File: config.mk
export PLATFORM = sky130hd
export DESIGN_NAME = bz_input_conditioner
export DESIGN_NICKNAME = d
export VERILOG_FILES = /design/src/rtl/bz_input_conditioner.sv
export SDC_FILE = /design/constraint.sdc
export NUM_CORES = 1
export LEC_CHECK = 0
export BUFFER_PORTS_ARGS = -buffer_cell sky130_fd_sc_hd__buf_4
export CORE_MARGIN = 5
export CORE_UTILIZATION = 55
export CTS_CLUSTER_DIAMETER = 80
export DETAILED_ROUTE_END_ITERATION = 10
export GPL_ROUTABILITY_DRIVEN = 0
export PLACE_DENSITY = 0.72
export SYNTH_ARGS = -nofsm -noshare
export SYNTH_HDL_FRONTEND = slang
export SYNTH_SLANG_ARGS = --single-unit
File: constraint.sdc
create_clock -name clk_i -period 4 [get_ports clk_i]
set_clock_uncertainty 0.2 [all_clocks]
set_input_delay 0.8 -clock clk_i [delete_from_list [all_inputs] [get_ports clk_i]]
set_output_delay 0.8 -clock clk_i [all_outputs]
set_load 0.1 [all_outputs]
File: src/rtl/bz_input_conditioner.sv
// -----------------------------------------------------------------------------
// bz_input_conditioner
//
// Turns raw MiSTer joystick/analog words into the arcade cabinet signals
// consumed by the Battlezone / Bradley Trainer / Red Baron core.
//
// Each joystick bit takes this path:
//   two-flop synchroniser -> per-bit debouncer -> (coin only) coin-mech pulse
//   shaper -> game-specific output mapping -> output register
// The analog word and the axis select are registered once and used as they are.
//
// Ports
//   clk_i            in   system clock (50 MHz)
//   btnCpuReset      in   asynchronous active-low reset
//   joy[15:0]        in   raw joystick: [0]R [1]L [2]D [3]U [4]fire
//                         [5]start1 [6]start2 [7]coin; [15:8] unused
//   joya[15:0]       in   raw analog: [7:0] X signed, [15:8] Y signed
//   audiosel         in   analog axis select from the core (1 = X, 0 = Y)
//   mod_battlezone   in   game select
//   mod_bradley      in   game select
//   mod_redbaron     in   game select (highest priority)
//   JB[7:0]          out  core JB bus
//   buttons[7:0]     out  Pokey button / analog byte
//   REDBARONBUTTONS  out  Red Baron fire/start
// -----------------------------------------------------------------------------
module bz_input_conditioner #(
    parameter int DEBOUNCE_CYCLES   = 250000,
    parameter int COIN_PULSE_CYCLES = 1500000,
    parameter int COIN_GAP_CYCLES   = 1500000
) (
    input  logic        clk_i,
    input  logic        btnCpuReset,
    input  logic [15:0] joy,
    input  logic [15:0] joya,
    input  logic        audiosel,
    input  logic        mod_battlezone,
    input  logic        mod_bradley,
    input  logic        mod_redbaron,
    output logic [7:0]  JB,
    output logic [7:0]  buttons,
    output logic [7:0]  REDBARONBUTTONS
);

    localparam int DB_W = (DEBOUNCE_CYCLES > 2) ? $clog2(DEBOUNCE_CYCLES) : 1;
    localparam logic [DB_W-1:0] DB_LAST = DB_W'(DEBOUNCE_CYCLES - 1);

    localparam int COIN_MAX = (COIN_PULSE_CYCLES > COIN_GAP_CYCLES) ?
                              COIN_PULSE_CYCLES : COIN_GAP_CYCLES;
    localparam int CW = (COIN_MAX > 2) ? $clog2(COIN_MAX) : 1;
    localparam logic [CW-1:0] PULSE_LAST = CW'(COIN_PULSE_CYCLES - 1);
    localparam logic [CW-1:0] GAP_LAST   = CW'(COIN_GAP_CYCLES - 1);

    localparam int B_R      = 0;
    localparam int B_L      = 1;
    localparam int B_D      = 2;
    localparam int B_U      = 3;
    localparam int B_FIRE   = 4;
    localparam int B_START1 = 5;
    localparam int B_START2 = 6;
    localparam int B_COIN   = 7;

    typedef enum logic [1:0] {
        C_IDLE,
        C_PULSE,
        C_GAP,
        C_WAIT_REL
    } coin_state_e;

    typedef enum logic [1:0] {
        MODE_BZ,
        MODE_BRADLEY,
        MODE_RB
    } mode_e;

    // Stick {U,D,L,R} -> tread controls {WF,WB,XF,XB}.
    function automatic logic [3:0] tread_decode(input logic [3:0] udlr);
        logic [3:0] t;
        case (udlr)
            4'b1010: t = 4'b0010;  // up-left
            4'b1000: t = 4'b1010;  // up
            4'b1001: t = 4'b1000;  // up-right
            4'b0001: t = 4'b1001;  // right
            4'b0101: t = 4'b0100;  // down-right
            4'b0100: t = 4'b0101;  // down
            4'b0110: t = 4'b0001;  // down-left
            4'b0010: t = 4'b0110;  // left
            default: t = 4'b0000;
        endcase
        return t;
    endfunction

    // Two's-complement axis -> offset binary (-128 -> 0x00, +127 -> 0xFF).
    function automatic logic [7:0] rebias_axis(input logic [7:0] axis);
        return axis + 8'd128;
    endfunction

    logic [7:0]      sync1_q, sync2_q;
    logic [7:0]      deb_q, deb_d;
    logic [DB_W-1:0] db_cnt_q [8];
    logic [DB_W-1:0] db_cnt_d [8];
    logic [15:0]     joya_q;
    logic            asel_q;
    logic [1:0]      fill_q, fill_d;
    logic            armed_q, armed_d;
    coin_state_e     state_q, state_d;
    logic [CW-1:0]   coin_cnt_q, coin_cnt_d;
    logic            coin_rise;
    logic            coin_p;
    mode_e           mode;
    logic [3:0]      tread;
    logic [7:0]      axis;
    logic [7:0]      jb_q, jb_d;
    logic [7:0]      btn_q, btn_d;
    logic [7:0]      rbb_q, rbb_d;
    logic            unused_joy_hi;

    assign unused_joy_hi = ^joy[15:8];

    // Debounce: a bit follows its synchronised input only after the two
    // have disagreed for DEBOUNCE_CYCLES consecutive cycles.
    always_comb begin
        deb_d = deb_q;
        for (int b = 0; b < 8; b++) begin
            db_cnt_d[b] = '0;
            if (sync2_q[b] != deb_q[b]) begin
                if (db_cnt_q[b] == DB_LAST) begin
                    deb_d[b] = sync2_q[b];
                end else begin
                    db_cnt_d[b] = db_cnt_q[b] + DB_W'(1);
                end
            end
        end
    end

    // The synchroniser comes out of reset holding zeros, which would look
    // like a released coin. fill_q marks when sync2_q carries real samples;
    // only a genuinely released coin arms the shaper, so a coin held through
    // reset has to be released and pressed again.
    always_comb begin
        fill_d  = {fill_q[0], 1'b1};
        armed_d = armed_q | (fill_q[1] & ~sync2_q[B_COIN]);
    end

    // Rise is taken from the debouncer's next value so the coin pulse has
    // the same latency as every other input.
    assign coin_rise = deb_d[B_COIN] & ~deb_q[B_COIN] & armed_q;

    always_comb begin
        state_d    = state_q;
        coin_cnt_d = coin_cnt_q;
        case (state_q)
            C_IDLE: begin
                if (coin_rise) begin
                    state_d    = C_PULSE;
                    coin_cnt_d = '0;
                end
            end
            C_PULSE: begin
                if (coin_cnt_q == PULSE_LAST) begin
                    state_d    = C_GAP;
                    coin_cnt_d = '0;
                end else begin
                    coin_cnt_d = coin_cnt_q + CW'(1);
                end
            end
            C_GAP: begin
                if (coin_cnt_q == GAP_LAST) begin
                    state_d    = C_WAIT_REL;
                    coin_cnt_d = '0;
                end else begin
                    coin_cnt_d = coin_cnt_q + CW'(1);
                end
            end
            C_WAIT_REL: begin
                // A press landing on the same edge as the release check
                // would otherwise be lost in IDLE.
                if (!deb_q[B_COIN]) begin
                    state_d    = coin_rise ? C_PULSE : C_IDLE;
                    coin_cnt_d = '0;
                end
            end
            default: begin
                state_d    = C_IDLE;
                coin_cnt_d = '0;
            end
        endcase
    end

    assign coin_p = (state_q == C_PULSE);

    // Red Baron wins over Bradley, Bradley over Battlezone; with no game
    // selected the Battlezone mapping is used.
    always_comb begin
        if (mod_redbaron) begin
            mode = MODE_RB;
        end else if (mod_bradley) begin
            mode = MODE_BRADLEY;
        end else if (mod_battlezone) begin
            mode = MODE_BZ;
        end else begin
            mode = MODE_BZ;
        end
    end

    assign tread = tread_decode({deb_q[B_U], deb_q[B_D], deb_q[B_L], deb_q[B_R]});
    assign axis  = asel_q ? joya_q[7:0] : joya_q[15:8];

    always_comb begin
        jb_d  = '0;
        btn_d = '0;
        rbb_d = '0;
        case (mode)
            MODE_RB: begin
                // Red Baron's coin input is active low.
                jb_d  = {~coin_p, deb_q[B_START1], deb_q[B_START2], deb_q[B_FIRE],
                         deb_q[B_D], deb_q[B_U], deb_q[B_R], deb_q[B_L]};
                btn_d = rebias_axis(axis);
                rbb_d = {deb_q[B_FIRE], deb_q[B_START1], 6'b000000};
            end
            default: begin
                jb_d  = {coin_p, deb_q[B_START1], deb_q[B_START2], deb_q[B_FIRE], tread};
                btn_d = {2'b00, deb_q[B_START1], deb_q[B_START2] | deb_q[B_FIRE], tread};
                rbb_d = 8'h00;
            end
        endcase
    end

    always_ff @(posedge clk_i or negedge btnCpuReset) begin
        if (!btnCpuReset) begin
            sync1_q    <= '0;
            sync2_q    <= '0;
            deb_q      <= '0;
            for (int b = 0; b < 8; b++) begin
                db_cnt_q[b] <= '0;
            end
            joya_q     <= '0;
            asel_q     <= 1'b0;
            fill_q     <= '0;
            armed_q    <= 1'b0;
            state_q    <= C_IDLE;
            coin_cnt_q <= '0;
            jb_q       <= '0;
            btn_q      <= '0;
            rbb_q      <= '0;
        end else begin
            sync1_q    <= joy[7:0];
            sync2_q    <= sync1_q;
            deb_q      <= deb_d;
            for (int b = 0; b < 8; b++) begin
                db_cnt_q[b] <= db_cnt_d[b];
            end
            joya_q     <= joya;
            asel_q     <= audiosel;
            fill_q     <= fill_d;
            armed_q    <= armed_d;
            state_q    <= state_d;
            coin_cnt_q <= coin_cnt_d;
            jb_q       <= jb_d;
            btn_q      <= btn_d;
            rbb_q      <= rbb_d;
        end
    end

    assign JB              = jb_q;
    assign buttons         = btn_q;
    assign REDBARONBUTTONS = rbb_q;

endmodule

# ---- Word-level counts from Yosys, hierarchy flattened
# Memory sizes are Yosys's and may differ from the RTL's.
# Cells that the tools add are included.
dict set report classes {
  addsub 10
  n_eq_ne 25
  muxes 34
  bitwise_logic 8
  n_reduce_logical 11
}
# op n
set op_table {}
lappend op_table {{18-bit 2-to-1 mux} 16}
lappend op_table {{18-bit by 1-bit adder with 18-bit output (second input constant)} 8}
lappend op_table {{18-bit == test (second input constant)} 8}
lappend op_table {{21-bit 2-to-1 mux} 3}
lappend op_table {{21-bit one-hot mux with 3 select lines} 1}
lappend op_table {{8-bit 2-to-1 mux} 4}
lappend op_table {{21-bit by 1-bit adder with 21-bit output (second input constant)} 1}
lappend op_table {{21-bit == test (second input constant)} 1}
lappend op_table {{2-bit AND reduction} 8}
lappend op_table {{2-bit 2-to-1 mux} 5}
lappend op_table {{8-bit adder (second input constant)} 1}
lappend op_table {{1-bit != test} 8}
lappend op_table {{2-bit one-hot mux with 4 select lines} 1}
lappend op_table {{2-bit == test (second input constant)} 3}
lappend op_table {{2-bit != test (second input constant)} 3}
lappend op_table {{1-bit 2-to-1 mux} 4}
lappend op_table {{4-bit AND reduction} 1}
lappend op_table {{1-bit AND} 3}
lappend op_table {{1-bit inverter} 3}
lappend op_table {{2-bit by 1-bit == test with 1-bit output (second input constant)} 1}
lappend op_table {{2-bit zero test} 1}
lappend op_table {{2-bit by 1-bit != test with 1-bit output (second input constant)} 1}
lappend op_table {{1-bit bitwise OR} 2}
lappend op_table {{2-bit OR reduction} 1}
dict set report totals {
  register_bits 235
  mem_bits_ro 64
  in_bits 38
  output_inout_bits 24
  elab_cells 116
  memories 1
}
# memory words width rd rd_ports_with_merged_regs wr line
set mem_list {}
lappend mem_list {{(no name shown)} 16 4 1 0 0 78} ;# case (udlr)

# ---- Logic depth before layout (Yosys ltp)
dict set report depth {
  depth_word 8
  ltp_mapped 7
  ltp_nobuf 6
}

# ---- Worst setup path after synthesis
# OpenSTA, ideal clock, no wires.
dict set report synth_path {
  path_kind {register to register}
  start {register db_cnt_q[0] (netlist name)}
  end {register state_q[0]}
  setup_time_ps 125
  arrival_time_ps 1700
  required_ps 3675
  slack_ps 1975
  path_stages_with_launch 7
  path_buffers 0
  synth_period_minus_slack_ps 2025
  cell_sequence {dfrtp_1 -> ha_1 -> nand3_1 -> nor2_1 -> a31oi_4 -> a21oi_1 -> mux2_2}
}
dict set report synth_between {
  elab_chain_cells 8
  word_cells_on_any_way 10
  classes_between {2 x eq/ne; 5 x mux; 2 x bitwise; 1 x reduce/logical}
}
# item line
set synth_rtl {}
lappend synth_rtl {{start, declared} 99} ;# logic [DB_W-1:0] db_cnt_q [8];
lappend synth_rtl {{start signal, assigned by index} 250} ;# db_cnt_q[b] <= db_cnt_d[b];
lappend synth_rtl {{18-bit == test *} 126} ;# if (db_cnt_q[b] == DB_LAST) begin
lappend synth_rtl {{1-bit 2-to-1 mux *} 126}
lappend synth_rtl {{1-bit 2-to-1 mux *} 125} ;# if (sync2_q[b] != deb_q[b]) begin
lappend synth_rtl {{1-bit AND * (2 in series)} 146} ;# assign coin_rise = deb_d[B_COIN] & ~deb_q[B_COIN] & armed_q;
lappend synth_rtl {{1-bit 2-to-1 mux} 178} ;# state_d = coin_rise ? C_PULSE : C_IDLE;
lappend synth_rtl {{2-bit 2-to-1 mux} 177} ;# if (!deb_q[B_COIN]) begin
lappend synth_rtl {{2-bit one-hot mux with 4 select lines} 151} ;# case (state_q)
lappend synth_rtl {{end signal, assigned} 256} ;# state_q <= state_d;
lappend synth_rtl {{end, declared} 105} ;# coin_state_e state_q, state_d;
# Every way passes the cells marked *; elsewhere a longest branch is shown, timed or not. The select of a mux whose other input is x is not followed.
# A chain may end at the register's enable or synchronous reset.

# ---- Worst setup path after layout
dict set report layout_path {
  start {register state_q[0]}
  end {register coin_cnt_q[9]}
}
dict set report layout_between {
  elab_chain_cells 3
  word_cells_on_any_way 9
  classes_between {5 x eq/ne; 1 x mux; 3 x reduce/logical}
}
# item line
set layout_rtl {}
lappend layout_rtl {{2-bit by 1-bit == test with 1-bit output (tied with other cells)} 151}
lappend layout_rtl {{2-bit OR reduction (no source line) or 2-bit != test (tied branches)} n/a}
lappend layout_rtl {{21-bit one-hot mux with 3 select lines or 2-bit AND reduction (tied branches)} n/a}
lappend layout_rtl {{end signal, assigned} 257} ;# coin_cnt_q <= coin_cnt_d;
lappend layout_rtl {{end, declared} 106} ;# logic [CW-1:0] coin_cnt_q, coin_cnt_d;
# Several ways; a longest one is shown, not always the timed one.

==> run summary <==
Worst Path Arrival -> 2.72 ns
post-synthesis sequential area ratio -> 55.3%
MaxCap Viol Count -> 0
fmax -> 405 MHz
CTS resizes -> 0
CTS root buffer -> clkbuf_16
Num CTS Buffers -> 24
worst skew pair latency -> 0.52 ns
port bufs -> 45
status -> finished clean
Place WS -> 1.55 ns
largest net degree at the start of global routing -> 111
die area -> 21,700 sq um
fin crit share -> 61.7%
routed len/inst -> 14.5 um
Vias -> 6,995
YS warnings -> 0
Final Cell Area -> 11,700 sq um
kind of critical path -> flip-flop to flip-flop
synth unique cells -> 51
CP max stage cell -> nor2_2
mapped cell area -> 10,400 sq um
Non-Filler Instances -> 1,295
flop and latch count out of synthesis -> 229
Final setup viols -> 0
LEAKAGE -> 5.20 nW
Avg Cell Area, Syn -> 10.4 sq um
Max IR drop VDD -> 0.000398 V
drt pass-1 iters -> 4
commonest non-fill, non-tap cell in the layout -> dfrtp_1
setup TNS -> 0 ns
maximum clock path buffer count -> 3
CP required -> 4.25 ns
Async SR Flop Fraction -> 100%
Layout area overhead -> 12.8%
CP dominant cell by count -> inv_1
RSZ-0062 raised after global routing -> false
Post-CTS Setup Inserts -> 0
ant diodes -> 0
EDFF count, synth -> 0
Die W -> 147 um
core area -> 18,600 sq um
CP max FO -> 19
Iteration-0 DRC Markers -> 405
number of hold buffers added after CTS -> 0
Worst Setup End Kind -> flip-flop
post-route setup slack -> 1.53 ns
initial antenna violation count -> 0
max-slew violation count -> 0
Worst path max stage delay -> 0.54 ns
final hold vios -> 0
Post-DP Area -> 10,900 sq um
ys flop type -> dfrtp_1
fin nets -> 1,096
Cells after DPL -> 1,252
DP HPWL -> 12,400 um
Antenna Nets Post-Route -> 0
Total GRT Usage -> 17.7%
Initial Util -> 55.6%
PwrDens -> 415 nW/um^2
num ports -> 62
vias in the first global route -> 6,837
clock-pin slew on the worst setup and hold paths -> 0.06 ns
fillers -> 1,528
cell row count -> 50
most frequent cells in the layout -> dfrtp_1 (229), nor2_1 (197), xor2_1 (85), nand2_1 (77), nand3_1 (56)
final wirelength -> 18,700 um
Tmin final -> 2.47 ns
instance count of the mapped netlist -> 994
die height -> 147 um
CTS tree -> built
HP Class -> input pin to asynchronous set/reset pin
GR Overflow Total -> 0
first-pass GRT wire length -> 32,700 um
crit path launch type -> flip-flop
ordered cell list for the critical path -> inv_1 > ha_1 > inv_1 > a41o_2 > nor2_2 > a221o_1
Rel. slew slack -> 43.9%
clock sink total -> 229
DR vias/cell -> 5.40
DR DRC count -> 0
fraction of layout instances using a drive strength above 1 -> 10.6%
worst-margin pin slew -> 0.842 ns
H-tree depth -> 1
-- critical path, delay by kind of cell (launching register included) --
family,cells,cell delay [ns]
AO/OA/AOI/OAI,2,0.62
adder cells (fa/ha/maj),1,0.39
buffers and inverters,2,0.22
flip-flops,1,0.42
AND/OR/NAND/NOR,1,0.54
-- metrics by stage --
stage,hold WS [ns],util (%),power (mW)
floorplan,0.131,-,2.57
global placement,0.132,58.4,2.66
detailed placement,0.135,58.4,2.66
CTS,0.146,62.7,4.91
global route,0.155,62.7,5.04
finish,0.0958,62.7,4.85
-- power breakdown --
group | switching (mW) | internal [mW]
Clock | 0.882 | 1.35
Sequential | 0.0303 | 2.36
Combinational | 0.167 | 0.0587
Total | 1.08 | 3.77
-- final timing paths --
kind                                        to  cells past startpoint  slack (ns)   startpoint
worst max-delay path             coin_cnt_q[9]                      6        1.53   state_q[0]
worst min-delay path              db_cnt_q[39]                      1         0.1  btnCpuReset
worst max register to register   coin_cnt_q[9]                      6        1.53   state_q[0]
worst min register to register      sync2_q[0]                      0        0.15   sync1_q[0]
max in group asynchronous       coin_cnt_q[18]                      2        2.69  btnCpuReset
min in group clk_i                  sync2_q[0]                      0        0.15   sync1_q[0]
-- flip-flops by register name, summed over array words and instances, names as in the netlist, 8 cells and up --
name        flops
sync2_q         8
coin_cnt_q     21
JB              8
buttons         8
db_cnt_q      144
sync1_q         8
deb_q           8
joya_q         16
-- metal layers --
metal,GRT usage (%),vias up,share of wire (%)
met5,0,-,0
met4,4.66,0,2.2
met3,3.12,29,3.4
met2,28.2,88,47
met1,25.5,3422,48
li1,-,3456,-
-- cell usage after synthesis, drive strengths merged (14+ instances only) --
library cell	count	area, sq um
inv	17	63.8
o21ai	23	115
xnor2	50	438
nor3	19	95.1
nand2	78	295
dfrtp	229	5730
xor2	85	744
ha	14	175
and3	15	93.8
and4	15	131
a22o	14	123
nor2	198	746
nand3	56	280
buf	24	159
nor4	16	106
nand4	36	225
-- layout make-up --
type                       instances  area (sq um)  area share [%]
inverter                          17          63.8           0.546
clock inverter                    11           141            1.21
timing repair buffer              48           393            3.36
sequential                       229          5730            49.0
multi-input combinational        724          4410            37.7
tap                              234           293            2.50
clock buffer                      32           661            5.65
-- kinds of logic after synthesis --
family	after synthesis	synth area share, %
AOI/OAI and AO/OA	63	4.32
xor gates and xnor gates	135	11.4
adders and majority gates	14	1.69
buffers and inverters	46	2.33
DFF	229	55.3
muxes	19	1.97
other	2	0.0725
and+or+nand+nor	486	22.9
(Power assumes the default switching activity.)
